$ cat src/rtl/unlock_pkg.sv
// unlock_pkg: shared types and constants for the unlock sequence controller.
package unlock_pkg;

    localparam int unsigned KEY_W = 6;

    typedef enum logic [1:0] {
        CMD_NOP    = 2'd0,
        CMD_UNLOCK = 2'd1,
        CMD_LOCK   = 2'd2,
        CMD_RSVD   = 2'd3
    } cmd_e;

    typedef enum logic [1:0] {
        ST_LOCKED   = 2'd0,
        ST_CHECK    = 2'd1,
        ST_UNLOCKED = 2'd2,
        ST_LOCKOUT  = 2'd3
    } state_e;

endpackage

$ cat src/rtl/unlock_timer.sv
// unlock_timer: loadable count-down timer that saturates at zero.
// tc_next flags that the count will be zero after the coming edge.
module unlock_timer #(
    parameter int unsigned W        = 8,
    parameter int unsigned LOAD_VAL = 1
) (
    input  logic clk,
    input  logic reset,
    input  logic load,
    input  logic dec,
    output logic tc_next
);

    logic [W-1:0] count_q;
    logic [W-1:0] count_d;

    // Next count: load wins over decrement; hold at zero.
    always_comb begin
        count_d = count_q;
        if (load) begin
            count_d = W'(LOAD_VAL);
        end else if (dec && (count_q != '0)) begin
            count_d = count_q - W'(1);
        end
        tc_next = (count_d == '0);
    end

    // Count register, cleared by synchronous reset.
    always_ff @(posedge clk) begin
        if (reset) begin
            count_q <= '0;
        end else begin
            count_q <= count_d;
        end
    end

endmodule

$ cat src/rtl/unlock_seq_ctrl.sv
// unlock_seq_ctrl: key-checked unlock sequencer driving a downstream lock
// register, with consecutive-failure lockout.
// Optional feature macro: AUTO_RELOCK_EN (idle auto-relock in UNLOCKED).
module unlock_seq_ctrl
    import unlock_pkg::*;
#(
    parameter logic [KEY_W-1:0] KEY         = 6'h2A,
    parameter int unsigned      MAX_FAIL    = 3,
    parameter int unsigned      LOCKOUT_CYC = 64,
    parameter int unsigned      RELOCK_CYC  = 256
) (
    input  logic             clk,
    input  logic             reset,
    input  logic             req_valid,
    output logic             req_ready,
    input  logic [1:0]       req_cmd,
    input  logic [KEY_W-1:0] req_key,
    output logic             resp_valid,
    output logic             resp_ok,
    output logic             lock_enable,
    output logic             lock_input,
    output logic             locked,
    output logic             lockout,
    output logic [2:0]       fail_count
);

    if ((MAX_FAIL < 1) || (MAX_FAIL > 7) || (LOCKOUT_CYC < 2) || (RELOCK_CYC < 2)) begin : g_bad_cfg
        $error("unlock_seq_ctrl: parameter out of range");
    end

    state_e           state_q, state_d;
    logic [KEY_W-1:0] key_q, key_d;
    logic [2:0]       fail_count_q, fail_count_d;
    logic             req_ready_q, req_ready_d;
    logic             resp_valid_q, resp_valid_d;
    logic             resp_ok_q, resp_ok_d;
    logic             lock_enable_q, lock_enable_d;
    logic             lock_input_q, lock_input_d;
    logic             locked_q, locked_d;
    logic             lockout_q, lockout_d;

    logic             accept;
    cmd_e             cmd;
    logic [2:0]       fail_inc;
    logic             lockout_load;
    logic             lockout_tc_next;
    logic             relock_load;
    logic             relock_expire;
    logic             relock_tc_next;

    assign accept   = req_valid && req_ready_q;
    assign cmd      = cmd_e'(req_cmd);
    assign fail_inc = (fail_count_q == 3'd7) ? fail_count_q : fail_count_q + 3'd1;

    // Lockout timer: loaded with the full duration so tc_next marks the last LOCKOUT cycle.
    unlock_timer #(
        .W        ($clog2(LOCKOUT_CYC + 1)),
        .LOAD_VAL (LOCKOUT_CYC)
    ) u_lockout_timer (
        .clk     (clk),
        .reset   (reset),
        .load    (lockout_load),
        .dec     (state_q == ST_LOCKOUT),
        .tc_next (lockout_tc_next)
    );

`ifdef AUTO_RELOCK_EN
    unlock_timer #(
        .W        ($clog2(RELOCK_CYC)),
        .LOAD_VAL (RELOCK_CYC - 1)
    ) u_relock_timer (
        .clk     (clk),
        .reset   (reset),
        .load    (relock_load),
        .dec     (state_q == ST_UNLOCKED),
        .tc_next (relock_tc_next)
    );
    // req_ready is dropped only in the terminal UNLOCKED cycle, so it marks expiry.
    assign relock_expire = (state_q == ST_UNLOCKED) && !req_ready_q;
`else
    assign relock_tc_next = 1'b0;
    assign relock_expire  = 1'b0;
`endif

    // Next-state and registered-output computation.
    always_comb begin
        state_d       = state_q;
        key_d         = key_q;
        fail_count_d  = fail_count_q;
        resp_valid_d  = 1'b0;
        resp_ok_d     = 1'b0;
        lock_enable_d = 1'b0;
        lock_input_d  = 1'b0;
        lockout_load  = 1'b0;
        relock_load   = 1'b0;

        unique case (state_q)
            ST_LOCKED: begin
                if (accept) begin
                    unique case (cmd)
                        CMD_UNLOCK: begin
                            key_d   = req_key;
                            state_d = ST_CHECK;
                        end
                        CMD_LOCK: begin
                            resp_valid_d  = 1'b1;
                            resp_ok_d     = 1'b1;
                            lock_enable_d = 1'b1;
                        end
                        default: begin
                            resp_valid_d = 1'b1;
                        end
                    endcase
                end
            end
            ST_CHECK: begin
                resp_valid_d = 1'b1;
                if (key_q == KEY) begin
                    resp_ok_d     = 1'b1;
                    lock_enable_d = 1'b1;
                    lock_input_d  = 1'b1;
                    fail_count_d  = '0;
                    relock_load   = 1'b1;
                    state_d       = ST_UNLOCKED;
                end else begin
                    fail_count_d = fail_inc;
                    if (fail_inc == 3'(MAX_FAIL)) begin
                        lockout_load = 1'b1;
                        state_d      = ST_LOCKOUT;
                    end else begin
                        state_d = ST_LOCKED;
                    end
                end
            end
            ST_UNLOCKED: begin
                if (accept) begin
                    resp_valid_d = 1'b1;
                    relock_load  = 1'b1;
                    unique case (cmd)
                        CMD_UNLOCK: resp_ok_d = 1'b1;
                        CMD_LOCK: begin
                            resp_ok_d     = 1'b1;
                            lock_enable_d = 1'b1;
                            relock_load   = 1'b0;
                            state_d       = ST_LOCKED;
                        end
                        default: resp_ok_d = 1'b0;
                    endcase
                end else if (relock_expire) begin
                    lock_enable_d = 1'b1;
                    state_d       = ST_LOCKED;
                end
            end
            ST_LOCKOUT: begin
                if (lockout_tc_next) begin
                    fail_count_d = '0;
                    state_d      = ST_LOCKED;
                end
            end
            default: state_d = ST_LOCKED;
        endcase

        req_ready_d = (state_d == ST_LOCKED) ||
                      ((state_d == ST_UNLOCKED) && !(relock_tc_next && !relock_load));
        locked_d    = (state_d != ST_UNLOCKED);
        lockout_d   = (state_d == ST_LOCKOUT);
    end

    // State and output registers; reset forces the downstream lock closed.
    always_ff @(posedge clk) begin
        if (reset) begin
            state_q       <= ST_LOCKED;
            key_q         <= '0;
            fail_count_q  <= '0;
            req_ready_q   <= 1'b0;
            resp_valid_q  <= 1'b0;
            resp_ok_q     <= 1'b0;
            lock_enable_q <= 1'b1;
            lock_input_q  <= 1'b0;
            locked_q      <= 1'b1;
            lockout_q     <= 1'b0;
        end else begin
            state_q       <= state_d;
            key_q         <= key_d;
            fail_count_q  <= fail_count_d;
            req_ready_q   <= req_ready_d;
            resp_valid_q  <= resp_valid_d;
            resp_ok_q     <= resp_ok_d;
            lock_enable_q <= lock_enable_d;
            lock_input_q  <= lock_input_d;
            locked_q      <= locked_d;
            lockout_q     <= lockout_d;
        end
    end

    assign req_ready   = req_ready_q;
    assign resp_valid  = resp_valid_q;
    assign resp_ok     = resp_ok_q;
    assign lock_enable = lock_enable_q;
    assign lock_input  = lock_input_q;
    assign locked      = locked_q;
    assign lockout     = lockout_q;
    assign fail_count  = fail_count_q;

endmodule

$ cat config.mk
export PLATFORM = sky130hd
export DESIGN_NAME = unlock_seq_ctrl
export DESIGN_NICKNAME = d
export VERILOG_FILES = /design/src/rtl/unlock_pkg.sv /design/src/rtl/unlock_timer.sv /design/src/rtl/unlock_seq_ctrl.sv
export SDC_FILE = /design/constraint.sdc
export NUM_CORES = 1
export LEC_CHECK = 0
export CAP_MARGIN = 20
export CORE_MARGIN = 2
export CORE_UTILIZATION = 30
export CTS_CLUSTER_SIZE = 40
export DETAILED_ROUTE_END_ITERATION = 8
export SLEW_MARGIN = 5
export SYNTH_ARGS = -nofsm -noshare
export SYNTH_HDL_FRONTEND = slang
export SYNTH_HIERARCHICAL = 1
export SYNTH_SLANG_ARGS = --single-unit
$ cat constraint.sdc
create_clock -name clk -period 3.07 [get_ports clk]
set_input_delay 0.614 -clock clk [delete_from_list [all_inputs] [get_ports clk]]
set_output_delay 0.614 -clock clk [all_outputs]
set_load 0.01 [all_outputs]
==> run_results.csv <==
group,metric,value,unit
power,vdd_drop_max,0.2027,mV
power,p_leak,0.6448,nW
clock_tree,h-tree-depth,1,
timing,rsz0062_at_grt,"false",
critical_path,cp.depth,10,
global_route,overflow,0,
global_route,grt_pass1_vias,1045,
drt,detail-route-antenna-nets,0,
synthesis,ys_seq_elements,25,
drt,drt-initial-drc-count,23,
die,die_width,70.68,µm
critical_path,critPathTopFamily,"simple AND/OR/NAND/NOR gates",
synthesis,synth_area_leader_cell,"dfxtp_1",
clock_tree,clockRootBuffer,"clkbuf_8",
critical_path,worstSetupStartpointType,"flop",
worst_hold_path,holdPathStages,2,
die,io_pins,21,
critical_path,critical-path-max-stage-delay,0.42,ns
drt,vias,1076,
critical_path,required,3.22,ns
global_route,grt_pass1_wl,4643,µm
synthesis,syn_nets,159,
timing,finClkSkew,0.005276,ns
timing,hold-worst-slack,0.4998,ns
critical_path,rrSetupSlack,0.22,ns
drt,drtPass1Iterations,6,
synthesis,synth.most_common_cell,"dfxtp_1",
drt,drc,0,
synthesis,synthTopCellsByArea,"dfxtp_1 38%, mux2i_1 6.0%, nand2_1 4.8%",
timing,timing.slew.headroom,68.00,%
finish,layout.nets,181,
clock_tree,clk_pin_slew,0.08,ns
outcome,status,"completed",
synthesis,synth_warnings,6,
clock_tree,clk_latency,0.27,ns
synthesis,synth_seq_area_share,37.52,%
die,die_area,0.004995,mm²
timing,hold_violations,0,
worst_hold_path,worstHoldStart,"key_q[3]",
clock_tree,postCtsSetupRepairBufs,0,
finish,area_growth,22.23,%
finish,num_antenna_cells,0,
critical_path,worst-setup-path-type,"reg2reg",
drt,routed_wl,2690,µm
timing,finalCritPeriodShare,92.90,%
drt,wl_per_cell,12.45,µm
place,gp_congestion,0.7803,
place,dp_hpwl,2123,µm
critical_path,endpoint,"lockout",
timing,max_freq,350.6,MHz
die,initial_core_util,30.84,%
synthesis,synth-edff-count,0,
critical_path,regToRegStartpoint,"u_lockout_timer/count_q[0]",
critical_path,crit_fanout,5,
critical_path,critical_path_buf_inv_count,1,
synthesis,synth_ff_type,"dfxtp_1",
timing,tightestPinTransition,0.4785,ns
die,fp.coreArea,0.004324,mm²
timing,period_needed,2.852,ns
drt,viasPerCell,4.981,
timing,setup-violations-final,0,
clock_tree,numCtsBuffers,3,
die,rows,24,
synthesis,ys_types,50,
synthesis,postSynthCellCount,143,
finish,layout-drive-gt1-share,12.80,%
clock_tree,clockBufferDepth,2,
timing,slew_viol_final,0,
critical_path,cp_slowest_cell,"or3b_4",
critical_path,r2r_cells,10,
critical_path,path_cells,"inv_1 > ha_1 > or3b_4 > o41ai_4 > mux2_4 > nor4b_4 > a21bo_2 > nand2_1 > o221a_2 > nor2b_1",
synthesis,synth_area,0.001334,mm²
timing,tns,0,ns
clock_tree,clock-sinks,25,
critical_path,arrival,3.00,ns
global_route,grt_max_degree,14,
synthesis,synthTopCellsByCount,"25 x dfxtp_1, 17 x nand2_1, 16 x nor2_1",
finish,fillerInstances,450,
critical_path,crit_start,"u_lockout_timer/count_q[0]",
die,die_y,70.68,µm
run,maxCapViolations,0,
critical_path,end_kind,"flop",
power,powerDensity,351.2,mW/mm²
synthesis,synthArstFlopShare,0,%
worst_hold_path,hold_class,"reg2reg",
clock_tree,cts_tree,"yes",
critical_path,rr_endpoint,"lockout",
synthesis,synth_top_area_share,37.52,%
global_route,track_usage,11.37,%
synthesis,avgSynthCellArea,9.327,µm²
place,port_buffers,20,
global_route,antenna_found_initial,0,
==> stage by stage <==
step	power (mW)	utilization (%)	std cells	cell area (µm²)	setup slack, ns
final	0.5726	37.70	216	1630	0.2180
after detailed placement	0.3847	36.46	212	1577	0.1654
after global placement	0.3834	36.46	212	1577	0.2761
after global routing	0.5970	37.70	216	1630	0.03419
after floorplan	0.3591	-	143	1334	0.3909
after CTS	0.5800	37.50	216	1622	0.1395
==> flip-flops by register name, indices dropped and copies added, names as in the netlist <==
register and cells:
fail_count 3, key_q 6, lock_enable 1, lock_input 1
locked 1, lockout 1, req_ready 1, resp_ok 1
resp_valid 1, state_q 2, u_lockout_timer/count_q 7
==> worst min path at each step <==
stage	endpoint	slack, ns
after floorplan	key_q[1]	0.45
after global placement	key_q[0]	0.47
after detailed placement	key_q[3]	0.49
after CTS	key_q[3]	0.51
after global routing	key_q[0]	0.55
final	key_q[3]	0.50
==> timing repair <==
action | 4_1_cts | 5_1_grt
hold buffers | 0 | 0
endpoints found under the setup margin | 0 | 4
resized for setup | 0 | 1
==> routing by layer <==
layer  vias up  wire length (µm)  global-route usage [%]
met5         -                 0                       0
met4         0                29                   4.612
met3         5                57                   1.852
met2        18              1340                   19.08
met1       512              1263                   14.60
li1        541                 -                       -
==> worst min-delay path, delay by kind of cell (launching register included) <==
kind / cells / cell delay, ns
DFF: 1 / 0.33
and+or+nand+nor: 1 / 0.08
muxes: 1 / 0.06
==> logic make-up after synthesis <==
| kind of cell | Yosys count | share of synthesized area, % |
|---|---|---|
| flip-flops | 25 | 37.52 |
| AO/OA/AOI/OAI | 26 | 17.17 |
| AND/OR/NAND/NOR | 62 | 26.92 |
| adder cells (fa/ha/maj) | 5 | 4.690 |
| multiplexers | 9 | 7.129 |
| XOR/XNOR | 1 | 0.6568 |
| buffers and inverters | 15 | 5.910 |
==> cells in the final DEF, fill, tap and decap left out, types with 2 or more instances in the layout <==
cell type	instances
a21oi_1	7
and2_1	3
buf_4	3
clkbuf_8	3
clkdlybuf4s50_1	20
dfxtp_1	25
ha_1	5
inv_1	9
mux2i_1	8
nand2_1	17
nand2b_1	2
nor2_1	16
nor2b_1	3
nor3_1	4
o21ai_0	2
or2_2	2
or3_1	2
or4b_4	2
==> where the power goes <==
group          switching, mW  leakage [nW]  internal (mW)  total (mW)
logic                 0.0198         0.419         0.0250      0.0448
clock network          0.104        0.0228         0.0928       0.197
registers            0.00243         0.203          0.329       0.331
total                  0.126         0.645          0.447       0.573
==> area by class of cell <==
class | count | area, µm² | area share (%)
Multi-Input combinational cell | 103 | 763.2 | 46.82
Sequential cell | 25 | 500.5 | 30.70
Timing Repair Buffer | 23 | 222.7 | 13.66
Tap cell | 52 | 65.06 | 3.991
Clock buffer | 4 | 45.04 | 2.763
Inverter | 9 | 33.78 | 2.072
No activity file was read; power rests on OpenSTA's default activity.
